<file path="config.mk">
export PLATFORM = sky130hd
export DESIGN_NAME = cv32e40n_apu_responder
export DESIGN_NICKNAME = d
export VERILOG_FILES = /design/src/rtl/cv32e40n_apu_responder.sv
export SDC_FILE = /design/constraint.sdc
export NUM_CORES = 1
export LEC_CHECK = 0
export CAP_MARGIN = 20
export CORE_ASPECT_RATIO = 0.9
export CORE_MARGIN = 2
export CORE_UTILIZATION = 48
export DETAILED_ROUTE_END_ITERATION = 8
export GPL_ROUTABILITY_DRIVEN = 0
export PLACE_DENSITY_LB_ADDON = 0.25
export SYNTH_ARGS = -nofsm -noshare
export SYNTH_HDL_FRONTEND = slang
export SYNTH_SLANG_ARGS = --single-unit
</file>
<file path="constraint.sdc">
create_clock -name clk_i -period 5.6 [get_ports clk_i]
set_input_delay 1.12 -clock clk_i [delete_from_list [all_inputs] [get_ports clk_i]]
set_output_delay 1.12 -clock clk_i [all_outputs]
set_load 0.02 [all_outputs]
</file>
<file path="src/rtl/cv32e40n_apu_responder.sv">
// APU-side responder for the CV32E40 APU port.
// Compute ops (ADD/XOR) finish after LATENCY cycles. Load/store ops run one
// transaction on the shared data-memory port while holding mem_master_sel.

package cv32e40p_apu_core_pkg;
  parameter int APU_NARGS_CPU    = 3;
  parameter int APU_WOP_CPU      = 6;
  parameter int APU_NDSFLAGS_CPU = 15;
  parameter int APU_NUSFLAGS_CPU = 5;
endpackage

// state    | meaning
// ---------+-------------------------------------------------------------
// IDLE     | ready for a request, apu_gnt_o high
// EXEC     | compute op (or load/store with MEM_EN=0), counter runs to 0
// MEM_REQ  | data_req_o high, request fields held until data_gnt_i
// MEM_WAIT | request granted, waiting for data_rvalid_i
// RESP     | apu_rvalid_o pulse, apu_result_o valid
module cv32e40n_apu_responder
  import cv32e40p_apu_core_pkg::*;
#(
  parameter int LATENCY = 1,
  parameter int MEM_EN  = 1
) (
  input  logic                               clk_i,
  input  logic                               rst_ni,
  input  logic [APU_NARGS_CPU-1:0][31:0]     apu_operands_i,
  input  logic [APU_WOP_CPU-1:0]             apu_op_i,
  input  logic [APU_NDSFLAGS_CPU-1:0]        apu_flags_i,
  input  logic                               apu_req_i,
  output logic                               apu_gnt_o,
  output logic                               apu_rvalid_o,
  output logic [31:0]                        apu_result_o,
  output logic [APU_NUSFLAGS_CPU-1:0]        apu_flags_o,
  output logic                               mem_master_sel,
  output logic                               data_req_o,
  input  logic                               data_gnt_i,
  input  logic                               data_rvalid_i,
  output logic                               data_we_o,
  output logic [3:0]                         data_be_o,
  output logic [31:0]                        data_addr_o,
  output logic [31:0]                        data_wdata_o,
  input  logic [31:0]                        data_rdata_i
);

  if (LATENCY < 1 || LATENCY > 16) begin : g_bad_latency
    $error("cv32e40n_apu_responder: LATENCY must be within 1..16");
  end

  typedef enum logic [2:0] {
    IDLE     = 3'd0,
    EXEC     = 3'd1,
    MEM_REQ  = 3'd2,
    MEM_WAIT = 3'd3,
    RESP     = 3'd4
  } state_e;

  localparam logic [1:0] OP_ADD   = 2'd0;
  localparam logic [1:0] OP_LOAD  = 2'd1;
  localparam logic [1:0] OP_STORE = 2'd2;
  localparam logic [1:0] OP_XOR   = 2'd3;

  localparam bit         MemOn   = (MEM_EN != 0);
  localparam logic [3:0] CntInit = 4'(LATENCY - 1);

  state_e      state_q, state_d;
  logic [3:0]  cnt_q;
  logic [1:0]  op_q;
  logic [31:0] op0_q, op1_q;
  logic [31:0] result_q, result_d;
  logic        result_we;
  logic [31:0] exec_result;
  logic        accept;
  logic        is_mem_op;

  // Flags and unused operand/opcode bits carry no meaning for this block.
  logic unused_inputs;
  assign unused_inputs = ^{apu_flags_i, apu_op_i, apu_operands_i};

  // Grant is also masked by reset so every output reads 0 while rst_ni is low.
  assign apu_gnt_o      = rst_ni & (state_q == IDLE);
  assign accept         = apu_req_i & apu_gnt_o;
  assign is_mem_op      = (apu_op_i[1:0] == OP_LOAD) || (apu_op_i[1:0] == OP_STORE);

  assign apu_rvalid_o   = (state_q == RESP);
  assign apu_result_o   = result_q;
  assign apu_flags_o    = '0;

  assign mem_master_sel = MemOn & ((state_q == MEM_REQ) || (state_q == MEM_WAIT));
  assign data_req_o     = MemOn & (state_q == MEM_REQ);
  assign data_we_o      = data_req_o & (op_q == OP_STORE);
  assign data_be_o      = data_req_o ? 4'hF : 4'h0;
  assign data_addr_o    = data_req_o ? {op0_q[31:2], 2'b00} : 32'h0;
  assign data_wdata_o   = data_we_o ? op1_q : 32'h0;

  // Compute result; load/store reaching EXEC (MEM_EN=0) yields 0.
  always_comb begin
    exec_result = 32'h0;
    case (op_q)
      OP_ADD:  exec_result = op0_q + op1_q;
      OP_XOR:  exec_result = op0_q ^ op1_q;
      default: exec_result = 32'h0;
    endcase
  end

  // Next-state and result-write decode.
  always_comb begin
    state_d   = state_q;
    result_we = 1'b0;
    result_d  = exec_result;
    case (state_q)
      IDLE: begin
        if (accept) begin
          state_d = (is_mem_op && MemOn) ? MEM_REQ : EXEC;
        end
      end
      EXEC: begin
        if (cnt_q == 4'd0) begin
          result_we = 1'b1;
          result_d  = exec_result;
          state_d   = RESP;
        end
      end
      MEM_REQ: begin
        if (data_gnt_i) begin
          state_d = MEM_WAIT;
        end
      end
      MEM_WAIT: begin
        if (data_rvalid_i) begin
          result_we = 1'b1;
          result_d  = (op_q == OP_LOAD) ? data_rdata_i : 32'h0;
          state_d   = RESP;
        end
      end
      RESP:    state_d = IDLE;
      default: state_d = IDLE;
    endcase
  end

  // State register; reset drops any in-flight transaction immediately.
  always_ff @(posedge clk_i or negedge rst_ni) begin
    if (!rst_ni) begin
      state_q <= IDLE;
    end else begin
      state_q <= state_d;
    end
  end

  // Operand latch, latency down-counter and result register.
  always_ff @(posedge clk_i or negedge rst_ni) begin
    if (!rst_ni) begin
      cnt_q    <= 4'd0;
      op_q     <= 2'd0;
      op0_q    <= 32'h0;
      op1_q    <= 32'h0;
      result_q <= 32'h0;
    end else begin
      if (accept) begin
        op_q  <= apu_op_i[1:0];
        op0_q <= apu_operands_i[0];
        op1_q <= apu_operands_i[1];
        cnt_q <= CntInit;
      end else if ((state_q == EXEC) && (cnt_q != 4'd0)) begin
        cnt_q <= cnt_q - 4'd1;
      end
      if (result_we) begin
        result_q <= result_d;
      end
    end
  end

endmodule

</file>
---- Word level (Yosys, flattened, before mapping) ----
Index checks and enable logic that the tools add are counted.
word-level totals
  bits in registers ....................... 105
  input port bits ......................... 154
  output and inout bits ................... 110
  logic and storage cells ................. 52
operators by class
  add/sub/neg operators ................... 2
  equal/unequal tests ..................... 13
  muxes and demuxes ....................... 18
  bitwise logic cells ..................... 4
  reductions and logical operators ........ 9
operators by type and width
  operator             count
  $mux 32              5
  $pmux 32 s2          1
  $add 32x32->32       1
  $xor 32x32->32       1
  $mux 3               4
  $mux 4               3
  $pmux 3 s4           1
  $eq 2x2->1 const B   3
  $eq 3x2->1 const B   2
  $ne 2x2->1 const B   3
  $eq 2x1->1 const B   2
  $logic_not 4->1      1
  $reduce_and 4->1     1
  $reduce_bool 4->1    1
  $sub 4x1->4 const B  1
  $and 1x1->1          3
  $eq 3x1->1 const B   1
  $eq 3x3->1 const B   1
  $logic_not 3->1      1
  $logic_not 2->1      1
  $logic_or 1x1->1     2
  $mux 1               2
  $mux 2               1
  $ne 2x1->1 const B   1
  3 further kinds      3

---- Logic depth before layout (Yosys ltp) ----
  depth in word-level cells ............... 5
  gate-level depth with buffers ........... 13
  mapped depth without buffers ............ 13

---- Worst setup path before layout ----
No wires, ideal clock.
  kind .................................... register to output
  start point ............................. reg state_q[2]
  end point ............................... out data_addr_o[23]
  arrival ................................. 1,772 ps
  required time ........................... 4,480 ps
  slack ................................... 2,708 ps
  stages on the path, launching flop included .. 5
  path buffers ............................ 1
  cells stage by stage .................... dfrtp_1 -> or2_2 -> nor2_1 -> clkbuf_1 -> and2_1
between the ends
  longest elaborated chain between the ends .. 2
ends and longest elaborated chain
  what                      RTL line  source
  start: declaration        66        state_e state_q, state_d;
  start signal: assignment  146       state_q <= state_d;
  $eq 3x2->1                90        assign data_req_o = MemOn & (state_q == MEM_REQ);
  named net data_req_o      36        output logic data_req_o,
  $mux 32                   93        assign data_addr_o = data_req_o ? {op0_q[31:2], 2'b00} : 32'h0;
  end: declaration          41        output logic [31:0] data_addr_o,
The timed path passes the listed nets, and every way through them passes these cells.

---- Worst setup path after layout ----
  start point ............................. in rst_ni
  end point ............................... out apu_gnt_o
between the ends
  longest elaborated chain between the ends .. 1
ends and longest elaborated chain
  what                RTL line  source
  start: declaration  26        input logic rst_ni,
  $and 1x1->1         81        assign apu_gnt_o = rst_ni & (state_q == IDLE);
  end: declaration    31        output logic apu_gnt_o,
No other way between the ends.

==> results.json <==
{
  "count_of_mapped_cells_out_of_synthesis": 855,
  "postSynth.topFlopCell": "dfrtp_1",
  "numClockSinks": 105,
  "drt_first_iter_violations": 525,
  "n_antenna_cell": 0,
  "route.antenna.remaining_nets": 0,
  "fp.dieW_um": 129,
  "areaGrowthSynthToFinish_pct": 35.5,
  "grt_pass1_wl_mm": 31.9,
  "io_buffers": 205,
  "min_path_type": "reg2reg",
  "worstReg2RegEnd": "apu_result_o[26]",
  "synth.yosys.warnings": 0,
  "layout.filler_cells": 1218,
  "required_ns": 4.48,
  "finish.net_count": 1211,
  "clk_latency_ns": 0.36,
  "grt_usage": 0.271,
  "grt_max_degree": 64,
  "synth.most_common_cell": "nand2_1",
  "result_of_the_run": "complete, no violations",
  "synth.lib_cells_used.distinct": 61,
  "final_critical_path_setup_slack_ns": 1.75,
  "hpwl_mm": 14.9,
  "max-vdd-ir-drop_mv": 0.308,
  "hold_violations": 0,
  "layout.core_utilization": 0.659,
  "yosys.area_share.xor_xnor": 0.0169,
  "post_synth_mux_area_share": 0.00613,
  "synth.cell_area_um2": 6740,
  "netlist_top_cells_area": "dfrtp_1, nand2_1, ha_1",
  "ff2ff_setup_slack_ns": 2.14,
  "timing_worst_slew_pin_value_ns": 1.05,
  "ys_ff_latch": 105,
  "synthesis.area_per_instance_um2": 7.88,
  "max_cap_violations": 0,
  "crit_path_max_fanout": 50,
  "row_count": 41,
  "cellLeakagePower_nw": 4.32,
  "synth_async_sr_flop_share": 1.00,
  "worst_hold_startpoint": "apu_result_o[7]",
  "initial_core_util": 0.487,
  "drtPass1Iterations": 6,
  "drt_wl_total_mm": 20.2,
  "cts-hold-fix-buffers": 0,
  "post-place-ws_ns": 1.66,
  "cp_data_arrival_time_ns": 2.73,
  "grt_overflow_total": 0,
  "fp.coreArea_um2": 13900,
  "min_delay_worst_endpoint": "apu_result_o[7]",
  "final_layout_size_suffix_gt1_frac": 0.0352,
  "startpoint_type": "input pin",
  "timing.slew.headroom": 0.301,
  "synthAdderAreaFrac": 0.0717,
  "synth_seq_area_share": 0.390,
  "ctsLongestPathBuffers": 2,
  "synth_enable_flop_cells": 0,
  "clock_tree_from_tritoncts": "yes",
  "cts_repair_resize_count": 0,
  "synth_top_area_frac": 0.390,
  "max_freq_mhz": 260,
  "critical_path.reg2reg.startpoint": "op1_q[0]",
  "cts.root.buffer_cell": "clkbuf_16",
  "fin_crit_ns": 3.85,
  "synthSimpleGateAreaFrac": 0.264,
  "h-tree-depth": 3,
  "setup.worst_path.end_class": "output pin",
  "drt-vias-per-instance": 5.60,
  "design.die.area_um2": 15000,
  "type_of_the_worst_setup_path": "in2out",
  "die_h_um": 116,
  "first_global_vias": 5982,
  "post_cts_buffers": 0,
  "final.setup.tns_ns": 0,
  "top_level_ports": 264,
  "synth_top_family_by_area": "simple AND/OR/NAND/NOR gates",
  "vias": 6697,
  "netlist_top_cells_count": "nand2_1, dfrtp_1, nor2_1",
  "cts_inserted_buffers": 9,
  "total_power_w": 0.00551,
  "grt_antenna_before_repair": 0,
  "final_max_slew_viol_count": 0,
  "cts.reportedPaths.clkPinSlew_ns": 0.07,
  "finalHoldWorstSlack_ns": 0.485,
  "post-route-period-util": 0.687,
  "finalSetupViolCount": 0,
  "post-route-drc-count": 0,
  "yosysTopAreaCell": "dfrtp_1",
  "min_delay_path_depth": 2,
  "average_routed_wire_per_standard_cell_um": 16.9,
  "r2r_cells": 13,
  "power.density_cell_area_nw_per_um2": 604,
  "worst_clock_skew_ns": 0.00682,
  "rsz_0062_raised_after_global_routing": "no",
  "complex_gate_fraction_of_the_synthesized_area": 0.197
}
[cell usage in the layout, fill, tap and decap left out, drive strengths merged, types with 3 or more instances in the layout]
cell / instances
a222oi: 3
clkdlybuf4s50: 204
xnor2: 6
a21oi: 42
a21o: 22
nand2: 250
clkinv: 4
a211oi: 3
conb: 7
nor2: 59
inv: 19
or3: 3
o21bai: 3
nor2b: 3
a221oi: 17
a31o: 3
buf: 8
o21a: 5
and3: 35
clkbuf: 10
nand4: 3
dfrtp: 105
a31oi: 11
and2: 35
ha: 37
nand3: 7
nor3: 6
xor2: 7
mux2i: 3
o211ai: 3
o221ai: 3
o31ai: 6
a22oi: 9
o21ai: 52
[metrics by stage]
| step | instances | cell area [um2] |
|---|---|---|
| finish | 1196 | 9130 |
| global route | 1196 | 9130 |
| CTS | 1196 | 9130 |
| detailed placement | 1180 | 8820 |
| global placement | 1179 | 8800 |
| floorplan | 861 | 6760 |
[kinds of logic after synthesis]
kind of cell | after synthesis
AOI/OAI and AO/OA | 201
muxes | 4
adders and majority gates | 38
and+or+nand+nor | 409
buffers and inverters | 84
xor gates and xnor gates | 13
DFF | 105
other | 1
[critical path: stages]
cell,delay [ns]
buf_4,0.48
nor3b_1,0.43
clkdlybuf4s50_1,0.68
[power by group]
part / internal (W) / switching, W
clock network: 0.000364 / 0.000299
registers: 0.00111 / 0.000300
logic: 0.00140 / 0.00204
total: 0.00287 / 0.00264
[flip-flops by register name, summed over array words and instances, names as in the netlist]
name	count
cnt_q	4
op0_q	32
state_q	3
apu_result_o	32
op_q	2
op1_q	32
[per-layer routing]
layer / wire [um] / part of all wire / track usage
met1: 9930 / 0.49 / 0.424
met2: 8220 / 0.41 / 0.372
met3: 1720 / 0.085 / 0.0669
met4: 283 / 0.014 / 0.0688
met5: 0 / 0 / 0
[layout make-up]
class	instances	area, um2	share of cell area
Tap cell	172	215	0.0236
Sequential cell	105	2630	0.288
Timing Repair Buffer	212	2110	0.232
Clock buffer	10	239	0.0262
Inverter	19	71.3	0.00781
Clock inverter	6	75.1	0.00822
Multi-Input combinational cell	672	3790	0.415
[worst max-delay path by stage]
stage | startpoint | to
floorplan | state_q[2] | data_addr_o[23]
global route | rst_ni | apu_gnt_o
detailed placement | data_rvalid_i | apu_result_o[24]
finish | rst_ni | apu_gnt_o
global placement | data_rvalid_i | apu_result_o[14]
CTS | rst_ni | apu_gnt_o
(Power assumes the default switching activity.)
